[src/rtl/load_store_unit.sv]
// Load/store unit: one outstanding CPU data-memory access at a time, with
// byte-lane steering, load sign/zero extension and alignment checking.
module load_store_unit #(
  parameter bit BIG_ENDIAN = 1'b1
) (
  input  logic        clk,
  input  logic        rst,
  input  logic        req_valid,
  output logic        req_ready,
  input  logic        req_write,
  input  logic [1:0]  req_size,
  input  logic        req_signed,
  input  logic [31:0] req_addr,
  input  logic [31:0] req_wdata,
  output logic [31:0] mem_addr,
  output logic [31:0] mem_wdata,
  output logic [3:0]  mem_be,
  output logic        mem_read,
  output logic        mem_write,
  input  logic [31:0] mem_rdata,
  output logic        rsp_valid,
  output logic [31:0] rsp_data,
  output logic        rsp_err
);

  typedef enum logic [1:0] {IDLE, ISSUE, WAIT, RESP} state_t;
  state_t state_q, state_d;

  logic        r_write, r_signed, r_err;
  logic [1:0]  r_size, r_off;
  logic [3:0]  be_q;
  logic [31:0] addr_q, wdata_q, ld_q;

  logic        accept, req_err;
  logic [1:0]  st_lane, ld_lane;
  logic        st_hi, ld_hi;
  logic [3:0]  st_be;
  logic [31:0] st_wdata, ld_ext;
  logic [7:0]  ld_byte;
  logic [15:0] ld_half;

  assign accept = (state_q == IDLE) && req_valid;

  always_comb begin
    req_err = 1'b0;
    case (req_size)
      2'b01:   req_err = req_addr[0];
      2'b10:   req_err = |req_addr[1:0];
      2'b11:   req_err = 1'b1;
      default: req_err = 1'b0;
    endcase
  end

  // Lane index counts from bits 7:0; big-endian puts offset 0 in the top lane.
  assign st_lane = BIG_ENDIAN ? ~req_addr[1:0] : req_addr[1:0];
  assign st_hi   = BIG_ENDIAN ? ~req_addr[1]   : req_addr[1];
  assign ld_lane = BIG_ENDIAN ? ~r_off         : r_off;
  assign ld_hi   = BIG_ENDIAN ? ~r_off[1]      : r_off[1];

  always_comb begin
    st_be    = '0;
    st_wdata = req_wdata;
    case (req_size)
      2'b00: begin
        st_be    = 4'b0001 << st_lane;
        st_wdata = {4{req_wdata[7:0]}};
      end
      2'b01: begin
        st_be    = st_hi ? 4'b1100 : 4'b0011;
        st_wdata = {2{req_wdata[15:0]}};
      end
      2'b10:   st_be = '1;
      default: st_be = '0;
    endcase
  end

  assign ld_byte = mem_rdata[{ld_lane, 3'b000} +: 8];
  assign ld_half = mem_rdata[{ld_hi, 4'b0000} +: 16];

  always_comb begin
    case (r_size)
      2'b00:   ld_ext = {{24{r_signed & ld_byte[7]}}, ld_byte};
      2'b01:   ld_ext = {{16{r_signed & ld_half[15]}}, ld_half};
      default: ld_ext = mem_rdata;
    endcase
  end

  always_ff @(posedge clk or posedge rst) begin
    if (rst) begin
      state_q  <= IDLE;
      r_write  <= 1'b0;
      r_signed <= 1'b0;
      r_err    <= 1'b0;
      r_size   <= '0;
      r_off    <= '0;
      be_q     <= '0;
      addr_q   <= '0;
      wdata_q  <= '0;
      ld_q     <= '0;
    end else begin
      state_q <= state_d;
      if (accept) begin
        r_write  <= req_write;
        r_signed <= req_signed;
        r_err    <= req_err;
        r_size   <= req_size;
        r_off    <= req_addr[1:0];
        // Memory-side registers only move for real accesses so they hold otherwise.
        if (!req_err) begin
          addr_q  <= {req_addr[31:2], 2'b00};
          wdata_q <= st_wdata;
          be_q    <= st_be;
        end
      end
      if (state_q == WAIT) ld_q <= ld_ext;
    end
  end

  always_comb begin
    state_d   = state_q;
    req_ready = 1'b0;
    mem_read  = 1'b0;
    mem_write = 1'b0;
    mem_be    = '0;
    rsp_valid = 1'b0;
    rsp_err   = 1'b0;
    rsp_data  = '0;
    case (state_q)
      IDLE: begin
        req_ready = 1'b1;
        if (req_valid) state_d = req_err ? RESP : ISSUE;
      end
      ISSUE: begin
        mem_read  = ~r_write;
        mem_write = r_write;
        mem_be    = be_q;
        state_d   = r_write ? RESP : WAIT;
      end
      WAIT: state_d = RESP;
      RESP: begin
        rsp_valid = 1'b1;
        rsp_err   = r_err;
        rsp_data  = (r_err || r_write) ? '0 : ld_q;
        state_d   = IDLE;
      end
      default: state_d = IDLE;
    endcase
  end

  assign mem_addr  = addr_q;
  assign mem_wdata = wdata_q;

endmodule

[config.mk]
export PLATFORM = sky130hd
export DESIGN_NAME = load_store_unit
export DESIGN_NICKNAME = d
export VERILOG_FILES = /design/src/rtl/load_store_unit.sv
export SDC_FILE = /design/constraint.sdc
export NUM_CORES = 1
export LEC_CHECK = 0
export CAP_MARGIN = 0
export CELL_PAD_IN_SITES_DETAIL_PLACEMENT = 0
export CELL_PAD_IN_SITES_GLOBAL_PLACEMENT = 1
export CORE_MARGIN = 3
export CORE_UTILIZATION = 35
export DETAILED_ROUTE_END_ITERATION = 12
export PLACE_DENSITY = 0.94
export SLEW_MARGIN = 20
export SYNTH_ARGS = -nofsm -noshare
export SYNTH_HDL_FRONTEND = slang
export SYNTH_SLANG_ARGS = --single-unit
[constraint.sdc]
create_clock -name clk -period 3.89 [get_ports clk]
set_input_delay 0.5835 -clock clk [delete_from_list [all_inputs] [get_ports clk]]
set_output_delay 0.5835 -clock clk [all_outputs]
set_load 0.02 [all_outputs]
==> impl_metrics.env <==
export IMPL_io_pins=208
export IMPL_synthMuxAreaShare_pct=24.4
export IMPL_drt_initial_drc_count=301
export IMPL_worstSetupPathType="reg -> out"
export IMPL_min_path_cells=1
export IMPL_final_area_sq_mm=0.00811
export IMPL_cts_sinks=107
export IMPL_slew_headroom_pct=50.8
export IMPL_synth_area_sq_mm=0.00562
export IMPL_synth_xor_area_share_pct=0.156
export IMPL_grt_ovfl_total=0
export IMPL_core_area_sq_mm=0.0155
export IMPL_drt_total_wl_mm=15.2
export IMPL_area_growth_pct=44.3
export IMPL_place_area_sq_mm=0.00782
export IMPL_diodes=0
export IMPL_power_density_mw_per_mm2=742
export IMPL_fp_dieArea_sq_mm=0.0176
export IMPL_crit_required_ps=3310
export IMPL_cpPeakStageDelay_ps=620
export IMPL_crit_path_end_kind="output port"
export IMPL_finalNetCount=756
export IMPL_path_delay_family="buffers and inverters"
export IMPL_synth_top_family_by_area="multiplexers"
export IMPL_routed_via_density=4.93
export IMPL_synth_ff_latch_count=107
export IMPL_numCtsBuffers=9
export IMPL_drc=0
export IMPL_hold_violations=0
export IMPL_worst_setup_path_start_kind="register"
export IMPL_detail_route_antenna_nets=0
export IMPL_tightest_slew_ps=732
export IMPL_fin_skew_ps=5.99
export IMPL_slowest_stage="clkdlybuf4s50_1"
export IMPL_fin_crit_sh_pct=73.4
export IMPL_cts_root_buf="clkbuf_16"
export IMPL_grt_pass1_wl_mm=24.5
export IMPL_setup_viol=0
export IMPL_hp_class="reg -> reg"
export IMPL_outcome="finished, final reports clean"
export IMPL_cp_max_fo=32
export IMPL_routedWlPerCell_microns=17.6
export IMPL_arrival_ps=2270
export IMPL_rsz0062_at_grt="no"
export IMPL_synth_common_cells="107 x dfrtp_1, 59 x mux2_4, 39 x and2_1, 33 x mux2_2, 31 x o21ai_0"
export IMPL_grt_pass1_vias=4504
export IMPL_grt_start_max_net_pins=65
export IMPL_row_count=45
export IMPL_yosysTopAreaCellShare_pct=47.6
export IMPL_vdd_drop_max_v=0.000454
export IMPL_fp_dieH_microns=133
export IMPL_p_leak_uw=0.00354
export IMPL_maxCapViolCount=0
export IMPL_cts_clk_slew_worst_paths_ps=70
export IMPL_yosys_warnings=0
export IMPL_grtUsageTotal_pct=17.2
export IMPL_ys_async_sr_fraction_pct=100
export IMPL_synth_cells=456
export IMPL_gp_congestion=0.840
export IMPL_cts_htree_levels=3
export IMPL_cts_tree="done"
export IMPL_fillers=1318
export IMPL_synth_compound_area_share_pct=11.6
export IMPL_dr_pass1_iters=4
export IMPL_drive_gt1_share_pct=18.7
export IMPL_synth_area_top_cells="dfrtp_1 48%, mux2_4 16%, mux2_2 6.6%"
export IMPL_crit_chain="ha_1 > nor3b_2 > buf_4 > and2_1 > clkdlybuf4s50_1"
export IMPL_clockBufferDepth=2
export IMPL_synth_edf_count=0
export IMPL_holdBufCountCts=0
export IMPL_fmax_mhz=350
export IMPL_reg2reg_depth=5
export IMPL_synthAdderAreaFrac_pct=1.11
export IMPL_io_buffer_count=205
export IMPL_final_setup_tns_ps=0
export IMPL_antenna_found_initial=0
export IMPL_synth_simple_gate_area_share_pct=11.0
export IMPL_synth_area_leader_cell="dfrtp_1"
export IMPL_post_cts_buffers=0
export IMPL_path_buf_inv=2
export IMPL_insertion_delay_ps=350
export IMPL_worst_hold_slack_ps=486
export IMPL_cp_depth=5
export IMPL_yosysMostFrequentCell="dfrtp_1"
export IMPL_fp_dieW_microns=133
export IMPL_utilization_pct=52.4
export IMPL_ctsResizeCount=0
export IMPL_initial_utilization_pct=36.3
export IMPL_fin_crit_ps=2850
export IMPL_synth_cell_type_count=48
export IMPL_synth_seq_area_share_pct=47.6
export IMPL_vias=4256
export IMPL_synthFlopType="dfrtp_1"
export IMPL_final_max_slew_viol_count=0
export IMPL_dp_hpwl_mm=11.0
export IMPL_syn_area_per_cell_sq_um=12.3
cell families (layout without fill, tap and decap cells):
group	after synthesis	count (layout)
flops	107	107
xor+xnor	1	1
simple gates	105	105
fa+ha+maj	5	5
buf+inv	39	234
compound gates	96	96
other cells	1	2
mux	102	102
worst register-to-register path, delay by kind of cell, from the launching register on:
| kind | cells | cell delay (ps) |
|---|---|---|
| adder cells (fa/ha/maj) | 1 | 190 |
| AND/OR/NAND/NOR | 1 | 520 |
| flip-flops | 1 | 400 |
| buffers and inverters | 2 | 560 |
| AO/OA/AOI/OAI | 1 | 350 |
sequential cells by signal, indices dropped and copies added (netlist names):
signal,count
r_size,2
r_off,2
ld_q,32
r_err,1
r_signed,1
mem_addr,30
be_q,4
r_write,1
mem_wdata,32
state_q,2
cell usage in the layout, fill, tap and decap left out, types with 9 or more instances in the layout:
cell	instances
a21oi_1	25
a221o_1	9
and2_1	39
clkbuf_16	9
clkdlybuf4s50_1	205
dfrtp_1	107
mux2_2	33
mux2_4	59
mux2i_1	9
nand2_1	21
nor2b_1	25
o21ai_0	31
per-layer routing:
metal  vias to the layer above  wire length (microns)  track usage (%)  part of all wire (%)
li1                       2004                      -                -                     -
met1                      2056                   6700             23.0                    44
met2                       184                   6930             26.3                    46
met3                        12                   1390             6.62                   9.1
met4                         0                    208             4.85                   1.4
met5                         -                      0                0                     0
power by group:
part           total (uW)  internal (uW)  switching, uW
Clock                 915            500            415
Sequential           2040           1660            380
Combinational        3060           1650           1410
final timing paths:
path	end	start	slack, ps
max	rsp_data[19]	state_q[1]	1040
min	be_q[3]	be_q[3]	490
max reg2reg	ld_q[29]	state_q[0]	1760
min reg2reg	be_q[3]	be_q[3]	490
max in group asynchronous	ld_q[29]	rst	2460
min in group asynchronous	mem_addr[9]	rst	670
per-stage QoR:
step / cells / setup WS [ps] / power [uW]
after floorplan: 457 / 489 / 3870
after global placement: 848 / 1290 / 5020
after detailed placement: 848 / 1240 / 5120
after CTS: 863 / 1010 / 6070
after global routing: 863 / 883 / 6370
final: 863 / 1040 / 6020
cell type report:
type / instances / area [sq um] / share of cell area, %
Multi-Input combinational cell: 311 / 2720 / 33.6
Timing Repair Buffer: 211 / 2120 / 26.2
Tap cell: 211 / 264 / 3.26
Clock inverter: 5 / 60.1 / 0.741
Inverter: 8 / 32.5 / 0.401
Clock buffer: 10 / 229 / 2.82
Sequential cell: 107 / 2680 / 33.0
No activity file was read; power rests on OpenSTA's default activity.
